**src/rtl/design_variables.sv**
```systemverilog
// Shared widths, symbol/pair types and collector state encoding for the
// Smith-Waterman result path.
package design_variables;

   localparam int LETTER_WIDTH  = 2;
   localparam int SCORE_WIDTH   = 10;
   localparam int MAX_ALIGN_LEN = 64;
   localparam int LEN_WIDTH     = $clog2(MAX_ALIGN_LEN + 1);

   typedef struct packed {
      logic                    gap;
      logic [LETTER_WIDTH-1:0] base;
   } aln_sym_t;

   typedef struct packed {
      aln_sym_t query;
      aln_sym_t database;
   } aln_pair_t;

   typedef enum logic [1:0] {
      ST_IDLE    = 2'd0,
      ST_COLLECT = 2'd1,
      ST_DONE    = 2'd2
   } col_state_t;

endpackage

```
**src/rtl/sw_result_collector_if.sv**
```systemverilog
// Aligner-stream and host-readout signals of the result collector.
// master = aligner/host side, slave = collector.
interface sw_result_collector_if #(
   parameter int LETTER_WIDTH = design_variables::LETTER_WIDTH,
   parameter int SCORE_WIDTH  = design_variables::SCORE_WIDTH,
   parameter int LEN_WIDTH    = design_variables::LEN_WIDTH
);
   logic                   output_valid;
   logic [LETTER_WIDTH:0]  query_seq_out;
   logic [LETTER_WIDTH:0]  database_seq_out;
   logic [SCORE_WIDTH-1:0] score;
   logic                   rd_req;
   logic                   res_avail;
   logic [SCORE_WIDTH-1:0] res_score;
   logic [LEN_WIDTH-1:0]   res_len;
   logic                   rd_valid;
   logic [LETTER_WIDTH:0]  rd_query;
   logic [LETTER_WIDTH:0]  rd_database;
   logic                   busy;
   logic                   data_lost;

   modport master (
      output output_valid, query_seq_out, database_seq_out, score, rd_req,
      input  res_avail, res_score, res_len, rd_valid, rd_query, rd_database,
             busy, data_lost
   );

   modport slave (
      input  output_valid, query_seq_out, database_seq_out, score, rd_req,
      output res_avail, res_score, res_len, rd_valid, rd_query, rd_database,
             busy, data_lost
   );
endinterface

```
**src/rtl/sw_lifo_mem.sv**
```systemverilog
// Pair storage for the collector: synchronous write, registered read, no reset
// so it maps onto block RAM.
module sw_lifo_mem #(
   parameter int DEPTH = 64,
   parameter int WIDTH = 6,
   parameter int AW    = 6
) (
   input  logic             clk,
   input  logic             i_wr_en,
   input  logic [AW-1:0]    i_wr_addr,
   input  logic [WIDTH-1:0] i_wr_data,
   input  logic             i_rd_en,
   input  logic [AW-1:0]    i_rd_addr,
   output logic [WIDTH-1:0] o_rd_data
);
   logic [WIDTH-1:0] r_mem [DEPTH];
   logic [WIDTH-1:0] r_rd_data;

   always_ff @(posedge clk) begin
      if (i_wr_en) r_mem[i_wr_addr] <= i_wr_data;
      if (i_rd_en) r_rd_data <= r_mem[i_rd_addr];
   end

   assign o_rd_data = r_rd_data;
endmodule

```
**src/rtl/sw_result_collector.sv**
```systemverilog
// Captures the traceback pair stream and replays it last-in-first-out, so the
// host sees the alignment start-to-end.
module sw_result_collector #(
   parameter int LETTER_WIDTH = design_variables::LETTER_WIDTH,
   parameter int SCORE_WIDTH  = design_variables::SCORE_WIDTH,
   parameter int MAX_LEN      = design_variables::MAX_ALIGN_LEN,
   parameter int LEN_WIDTH    = $clog2(MAX_LEN + 1)
) (
   input logic                  clk,
   input logic                  rst_n,
   sw_result_collector_if.slave bus
);
   import design_variables::*;

   localparam int SYM_W  = LETTER_WIDTH + 1;
   localparam int PAIR_W = 2 * SYM_W;
   localparam int AW     = (MAX_LEN > 1) ? $clog2(MAX_LEN) : 1;
   localparam logic [LEN_WIDTH-1:0] FULL_PTR = LEN_WIDTH'(MAX_LEN);

   col_state_t             r_state, w_state_next;
   logic [LEN_WIDTH-1:0]   r_ptr;
   logic [LEN_WIDTH-1:0]   r_res_len;
   logic [SCORE_WIDTH-1:0] r_res_score;
   logic                   r_res_avail;
   logic                   r_rd_valid;
   logic                   r_data_lost;
   logic                   r_has_read;

   logic                   w_wr_en, w_rd_en, w_drop, w_close, w_release;
   logic [AW-1:0]          w_wr_addr, w_rd_addr;
   logic [PAIR_W-1:0]      w_mem_q;

   always_comb begin
      w_state_next = r_state;
      w_wr_en      = 1'b0;
      w_wr_addr    = '0;
      w_rd_en      = 1'b0;
      w_rd_addr    = '0;
      w_drop       = 1'b0;
      w_close      = 1'b0;
      w_release    = 1'b0;
      case (r_state)
         ST_IDLE: begin
            if (bus.output_valid) begin
               w_wr_en      = 1'b1;
               w_state_next = ST_COLLECT;
            end
         end
         ST_COLLECT: begin
            if (bus.output_valid) begin
               if (r_ptr < FULL_PTR) begin
                  w_wr_en   = 1'b1;
                  w_wr_addr = AW'(r_ptr);
               end else begin
                  w_drop = 1'b1;
               end
            end else begin
               w_close      = 1'b1;
               w_state_next = ST_DONE;
            end
         end
         ST_DONE: begin
            w_drop = bus.output_valid;
            // Leave DONE one cycle after the emptying pop, never on it.
            if (r_ptr == '0) begin
               w_release    = 1'b1;
               w_state_next = ST_IDLE;
            end else if (bus.rd_req) begin
               w_rd_en   = 1'b1;
               w_rd_addr = AW'(r_ptr - 1'b1);
            end
         end
         default: w_state_next = ST_IDLE;
      endcase
   end

   always_ff @(posedge clk or negedge rst_n) begin
      if (!rst_n) begin
         r_state     <= ST_IDLE;
         r_ptr       <= '0;
         r_res_len   <= '0;
         r_res_score <= '0;
         r_res_avail <= 1'b0;
         r_rd_valid  <= 1'b0;
         r_data_lost <= 1'b0;
         r_has_read  <= 1'b0;
      end else begin
         r_state    <= w_state_next;
         r_rd_valid <= w_rd_en;
         if (w_wr_en) begin
            r_ptr       <= r_ptr + 1'b1;
            r_res_score <= bus.score;
         end else if (w_rd_en) begin
            r_ptr      <= r_ptr - 1'b1;
            r_has_read <= 1'b1;
         end
         if (r_state == ST_IDLE && bus.output_valid) r_data_lost <= 1'b0;
         else if (w_drop)                            r_data_lost <= 1'b1;
         if (w_close) begin
            r_res_len   <= r_ptr;
            r_res_avail <= 1'b1;
         end else if (w_release) begin
            r_res_avail <= 1'b0;
         end
      end
   end

   sw_lifo_mem #(
      .DEPTH (MAX_LEN),
      .WIDTH (PAIR_W),
      .AW    (AW)
   ) u_mem (
      .clk       (clk),
      .i_wr_en   (w_wr_en),
      .i_wr_addr (w_wr_addr),
      .i_wr_data ({bus.query_seq_out, bus.database_seq_out}),
      .i_rd_en   (w_rd_en),
      .i_rd_addr (w_rd_addr),
      .o_rd_data (w_mem_q)
   );

   // Stale RAM contents stay hidden until the first pop after reset.
   assign bus.rd_query    = r_has_read ? w_mem_q[PAIR_W-1:SYM_W] : '0;
   assign bus.rd_database = r_has_read ? w_mem_q[SYM_W-1:0]      : '0;
   assign bus.rd_valid    = r_rd_valid;
   assign bus.res_avail   = r_res_avail;
   assign bus.res_score   = r_res_score;
   assign bus.res_len     = r_res_len;
   assign bus.busy        = (r_state == ST_COLLECT);
   assign bus.data_lost   = r_data_lost;
endmodule

```
**src/flat_wrapper.sv**
```systemverilog
// flat-port wrapper written by rule: the top's interface ports become plain ports
module sw_result_collector_flat import design_variables::*;
#(
   parameter int LETTER_WIDTH = design_variables::LETTER_WIDTH,
   parameter int SCORE_WIDTH  = design_variables::SCORE_WIDTH,
   parameter int MAX_LEN      = design_variables::MAX_ALIGN_LEN,
   parameter int LEN_WIDTH    = $clog2(MAX_LEN + 1)
)
  (clk, rst_n, bus_output_valid, bus_query_seq_out, bus_database_seq_out, bus_score, bus_rd_req, bus_res_avail, bus_res_score, bus_res_len, bus_rd_valid, bus_rd_query, bus_rd_database, bus_busy, bus_data_lost);
  sw_result_collector_if #(.LETTER_WIDTH(LETTER_WIDTH), .SCORE_WIDTH(SCORE_WIDTH), .LEN_WIDTH(LEN_WIDTH)) bus_i ();
  input logic clk;
  input logic rst_n;
  input wire logic [$bits(bus_i.output_valid)-1:0] bus_output_valid;
  input wire logic [$bits(bus_i.query_seq_out)-1:0] bus_query_seq_out;
  input wire logic [$bits(bus_i.database_seq_out)-1:0] bus_database_seq_out;
  input wire logic [$bits(bus_i.score)-1:0] bus_score;
  input wire logic [$bits(bus_i.rd_req)-1:0] bus_rd_req;
  output wire logic [$bits(bus_i.res_avail)-1:0] bus_res_avail;
  output wire logic [$bits(bus_i.res_score)-1:0] bus_res_score;
  output wire logic [$bits(bus_i.res_len)-1:0] bus_res_len;
  output wire logic [$bits(bus_i.rd_valid)-1:0] bus_rd_valid;
  output wire logic [$bits(bus_i.rd_query)-1:0] bus_rd_query;
  output wire logic [$bits(bus_i.rd_database)-1:0] bus_rd_database;
  output wire logic [$bits(bus_i.busy)-1:0] bus_busy;
  output wire logic [$bits(bus_i.data_lost)-1:0] bus_data_lost;
  assign bus_i.output_valid = bus_output_valid;
  assign bus_i.query_seq_out = bus_query_seq_out;
  assign bus_i.database_seq_out = bus_database_seq_out;
  assign bus_i.score = bus_score;
  assign bus_i.rd_req = bus_rd_req;
  assign bus_res_avail = bus_i.res_avail;
  assign bus_res_score = bus_i.res_score;
  assign bus_res_len = bus_i.res_len;
  assign bus_rd_valid = bus_i.rd_valid;
  assign bus_rd_query = bus_i.rd_query;
  assign bus_rd_database = bus_i.rd_database;
  assign bus_busy = bus_i.busy;
  assign bus_data_lost = bus_i.data_lost;
  sw_result_collector #(.LETTER_WIDTH(LETTER_WIDTH), .SCORE_WIDTH(SCORE_WIDTH), .MAX_LEN(MAX_LEN), .LEN_WIDTH(LEN_WIDTH)) u_core (.clk(clk), .rst_n(rst_n), .bus(bus_i));
endmodule
```
**config.mk**
```make
export PLATFORM = sky130hd
export DESIGN_NAME = sw_result_collector_flat
export DESIGN_NICKNAME = d
export VERILOG_FILES = /design/src/rtl/design_variables.sv /design/src/rtl/sw_result_collector_if.sv /design/src/rtl/sw_lifo_mem.sv /design/src/rtl/sw_result_collector.sv /design/src/flat_wrapper.sv
export SDC_FILE = /design/constraint.sdc
export NUM_CORES = 1
export LEC_CHECK = 0
export BUFFER_PORTS_ARGS = -buffer_cell sky130_fd_sc_hd__buf_2
export CORE_MARGIN = 2
export CORE_UTILIZATION = 50
export DETAILED_ROUTE_END_ITERATION = 8
export PLACE_DENSITY = 0.67
export SETUP_SLACK_MARGIN = 0.1
export SKIP_LAST_GASP = 1
export SLEW_MARGIN = 20
export SYNTH_ARGS = -nofsm -noshare
export SYNTH_HDL_FRONTEND = slang
export SYNTH_SLANG_ARGS = --single-unit
```
**constraint.sdc**
```tcl
create_clock -name clk -period 6.5 [get_ports clk]
set_clock_uncertainty 0.1 [all_clocks]
set_input_delay 0.65 -clock clk [delete_from_list [all_inputs] [get_ports clk]]
set_output_delay 0.65 -clock clk [all_outputs]
set_load 0.005 [all_outputs]
```
==> impl_summary.log <==
[metrics] result of the run: finished, final reports clean
[metrics] number of max-capacitance violations reported: 0
[metrics] number of buffer cells added on primary ports: 46
[metrics] Synth Register Bits: 420
[metrics] hold violation count in the final report: 0
[metrics] Iteration-0 DRC Markers: 1107
[metrics] maximum number of pins on one net before global-route repair: 65
[metrics] top-count cell post-synth: sky130_fd_sc_hd__edfxtp_1
[metrics] worst-case setup margin in the final layout: 1.41 ns
[metrics] Post-Place Cells: 1512
[metrics] Worst VDD drop: 0.270 mV
[metrics] worst reg2reg endpoint: u_core.u_mem.o_rd_data[5]
[metrics] count of pins over their slew limit: 0
[metrics] Power per Cell Area: 358 nW/um^2
[metrics] final net count: 1140
[metrics] final non-filler cell total: 1585
[metrics] cell count after synthesis: 1082
[metrics] share of Yosys cell area claimed by the top area cell type: 70.5%
[metrics] Via Count: 9865
[metrics] crit path capture type: flop
[metrics] remaining global-route overflow: 0
[metrics] Die H: 186 um
[metrics] leakage power summed over all cells: 5.95 nW
[metrics] Cell variety after synth: 54
[metrics] Worst setup SP type: flop
[metrics] timing-limited maximum frequency: 0.197 GHz
[metrics] Primary FF master, synth: sky130_fd_sc_hd__edfxtp_1
[metrics] wire length of the first global-routing pass: 60.8 mm
[metrics] number of synthesis warnings: 0
[metrics] final critical-path required period: 5.09 ns
[metrics] R2R Path Start: u_core.r_ptr[0]
[metrics] Resize count post-CTS: 0
[metrics] CTS Buf Count: 42
[metrics] DIE AREA: 34700 sq um
[metrics] post-detailed-route DRC marker count: 0
[metrics] total design power: 6.64 mW
[metrics] net count of the mapped netlist: 1108
[metrics] netlist area before placement: 16600 sq um
[metrics] post-place setup slack: 1.56 ns
[metrics] die outline width: 186 um
[metrics] Top-Level Pins: 47
[metrics] actual transition at the worst max-transition pin: 1.05 ns
[metrics] total negative slack for setup checks: 0 ns
[metrics] required time at the endpoint of the critical path: 6.80 ns
[metrics] diodes inserted: 0
[metrics] Core ar.: 32600 sq um
[metrics] most numerous cell types in the synthesized netlist: 390 x sky130_fd_sc_hd__edfxtp_1, 70 x sky130_fd_sc_hd__nor2_1, 59 x sky130_fd_sc_hd__nand2_1
[metrics] clock transition at the registers of the reported paths: 0.06 ns
[metrics] effective utilization at floorplan: 50.9%
[metrics] antenna violation net count after detailed routing: 0
[metrics] worst-skew pair later-pin latency: 0.54 ns
[metrics] placer's final routability congestion estimate: 0.894
[metrics] count of endpoints failing setup in the final report: 0
[metrics] Reg2Reg Depth: 10
[metrics] arrival time at the worst endpoint: 5.39 ns
[metrics] first-pass detailed-route iteration total: 5
[metrics] half-perimeter wire length of the detailed placement result: 24.9 mm
[metrics] dominant cell type by area after synthesis: sky130_fd_sc_hd__edfxtp_1
[metrics] average size of a mapped cell: 15.4 sq um
[metrics] routed via count divided by cell count: 6.22
[metrics] count of flip-flops with a built-in enable after synthesis: 390
[metrics] post-route clock period utilization: 78.2%
[metrics] Detailed Route WL: 40.7 mm
[metrics] RSZ-0062 raised after global routing: false
[metrics] type of the worst min-delay path: in -> async
[metrics] CTS Root Cell: sky130_fd_sc_hd__clkbuf_16
[metrics] share of layout cells above drive strength 1: 14.1%
[metrics] clock tree buffer depth: 3
[metrics] antenna violations before repair: 0
[metrics] routed wirelength normalized by instance count: 25.7 um
[metrics] worst rel slew slack: 29.4%
[metrics] via count of the first global-routing pass: 9930
[metrics] maximum fanout along the worst path: 42
[metrics] Crit Path Class: reg -> reg
[metrics] cts hold-fix bufs: 0
[metrics] H-tree levels: 2
[metrics] CTS Sinks: 420
[metrics] dominant cells by area after synthesis: sky130_fd_sc_hd__edfxtp_1 70%, sky130_fd_sc_hd__dfrtp_1 4.5%, sky130_fd_sc_hd__o22ai_1 2.1%, sky130_fd_sc_hd__o221ai_1 1.9%, sky130_fd_sc_hd__nor2_1 1.6%
[metrics] Layout Area Growth over Synthesis: 11.6%
[metrics] Overall Global Routing Usage: 23.2%
[metrics] Async S/R FF share, synth: 7.14%
[metrics] Reg2Reg Setup Slack: 1.41 ns
[metrics] floorplan row count: 66
[metrics] TritonCTS clock tree: built
[metrics] Setup Fix Bufs, Post-CTS: 0
[metrics] sequential cell area fraction in the yosys report: 75.0%
==> flip-flops by register name, summed over array words and instances, names as in the netlist, 2 cells and up <==
name and count:
u_core.r_ptr 7, u_core.bus.res_len 7, u_core.bus.res_score 10, u_core.r_state 2, u_core.u_mem.r_mem 384, u_core.u_mem.o_rd_data 6
==> power by group <==
part	switching, mW	leakage, nW	internal [mW]
registers	0.169	3.88	3.09
logic	0.711	1.45	0.354
clock network	0.982	0.622	1.34
total	1.86	5.95	4.78
==> stage by stage <==
step / area [sq um] / hold slack, ns / utilization [%]
after floorplan: 16600 / 0.254 / -
after global routing: 18600 / 0.107 / 56.9
final: 18600 / 0.0581 / 56.9
after CTS: 18500 / 0.0595 / 56.9
after detailed placement: 17200 / 0.351 / 52.9
after global placement: 17200 / 0.346 / 52.9
==> placed cells by master, fill, tap and decap left out, drive strengths merged, types with 4 or more instances in the layout <==
cell / synthesis / final
o31a: 18 / 18
mux2: 11 / 11
or3: 17 / 17
or4: 5 / 5
edfxtp: 390 / 390
nor2: 70 / 70
nand3: 11 / 11
buf: 27 / 68
a32o: 6 / 6
mux2i: 13 / 13
clkbuf: 53 / 57
a31oi: 15 / 15
nor3: 7 / 7
dfrtp: 30 / 30
and2: 7 / 7
a21oi: 28 / 28
inv: 42 / 44
a221o: 12 / 12
o21ai: 27 / 27
nor4: 6 / 6
ha: 6 / 6
clkinv: 0 / 8
o221a: 12 / 12
o221ai: 36 / 36
o22a: 24 / 24
xnor2: 6 / 6
or2: 4 / 4
o22ai: 55 / 55
o211ai: 30 / 30
nand2: 59 / 59
o2111ai: 30 / 30
xor2: 4 / 4
==> metal layers <==
metal	global-route usage, %	up-vias	wire length [um]
met5	0	-	0
li1	-	4379	-
met1	30.4	4986	16300
met3	3.42	85	2780
met2	39.1	415	20100
met4	9.54	0	1570
==> critical path, cell delays in order (launching register included) <==
cell,delay (ns)
sky130_fd_sc_hd__dfrtp_2,1.03
sky130_fd_sc_hd__inv_1,0.14
sky130_fd_sc_hd__buf_4,0.32
sky130_fd_sc_hd__ha_1,0.34
sky130_fd_sc_hd__xor2_1,0.51
sky130_fd_sc_hd__or4_1,0.87
sky130_fd_sc_hd__buf_4,0.36
sky130_fd_sc_hd__o221ai_1,0.15
sky130_fd_sc_hd__o31a_1,0.34
sky130_fd_sc_hd__nor4_1,0.57
sky130_fd_sc_hd__a32o_1,0.20
==> worst max-delay path by stage <==
stage                                            to       startpoint  slack, ns  cells after the start
after floorplan           u_core.u_mem.o_rd_data[3]  u_core.r_ptr[0]       3.10                     15
after global placement    u_core.u_mem.o_rd_data[5]  u_core.r_ptr[0]       1.62                     10
after detailed placement  u_core.u_mem.o_rd_data[5]  u_core.r_ptr[0]       1.56                     10
after CTS                 u_core.u_mem.o_rd_data[5]  u_core.r_ptr[0]       1.53                     10
after global routing      u_core.u_mem.o_rd_data[4]  u_core.r_ptr[0]       1.15                     10
final                     u_core.u_mem.o_rd_data[5]  u_core.r_ptr[0]       1.41                     10
==> cell type report <==
class                           count  area, sq um
Multi-Input combinational cell    540         3690
Timing Repair Buffer               68          395
Tap cell                          442          553
Inverter                           42          158
Fill cell                        2505        14100
Clock inverter                     16          168
Clock buffer                       57         1130
Sequential cell                   420        12500
==> cell families (layout without fill, tap and decap cells) <==
| group | count (synthesis) | after routing | share of synthesized area, % |
|---|---|---|---|
| compound gates | 302 | 302 | 13.8 |
| buf+inv | 122 | 183 | 3.12 |
| simple gates | 198 | 198 | 5.56 |
| flops | 420 | 420 | 75.0 |
| fa+ha+maj | 6 | 6 | 0.452 |
| mux | 24 | 24 | 1.53 |
| xor+xnor | 10 | 10 | 0.527 |
Note: power is estimated with default switching activity, not from simulation.
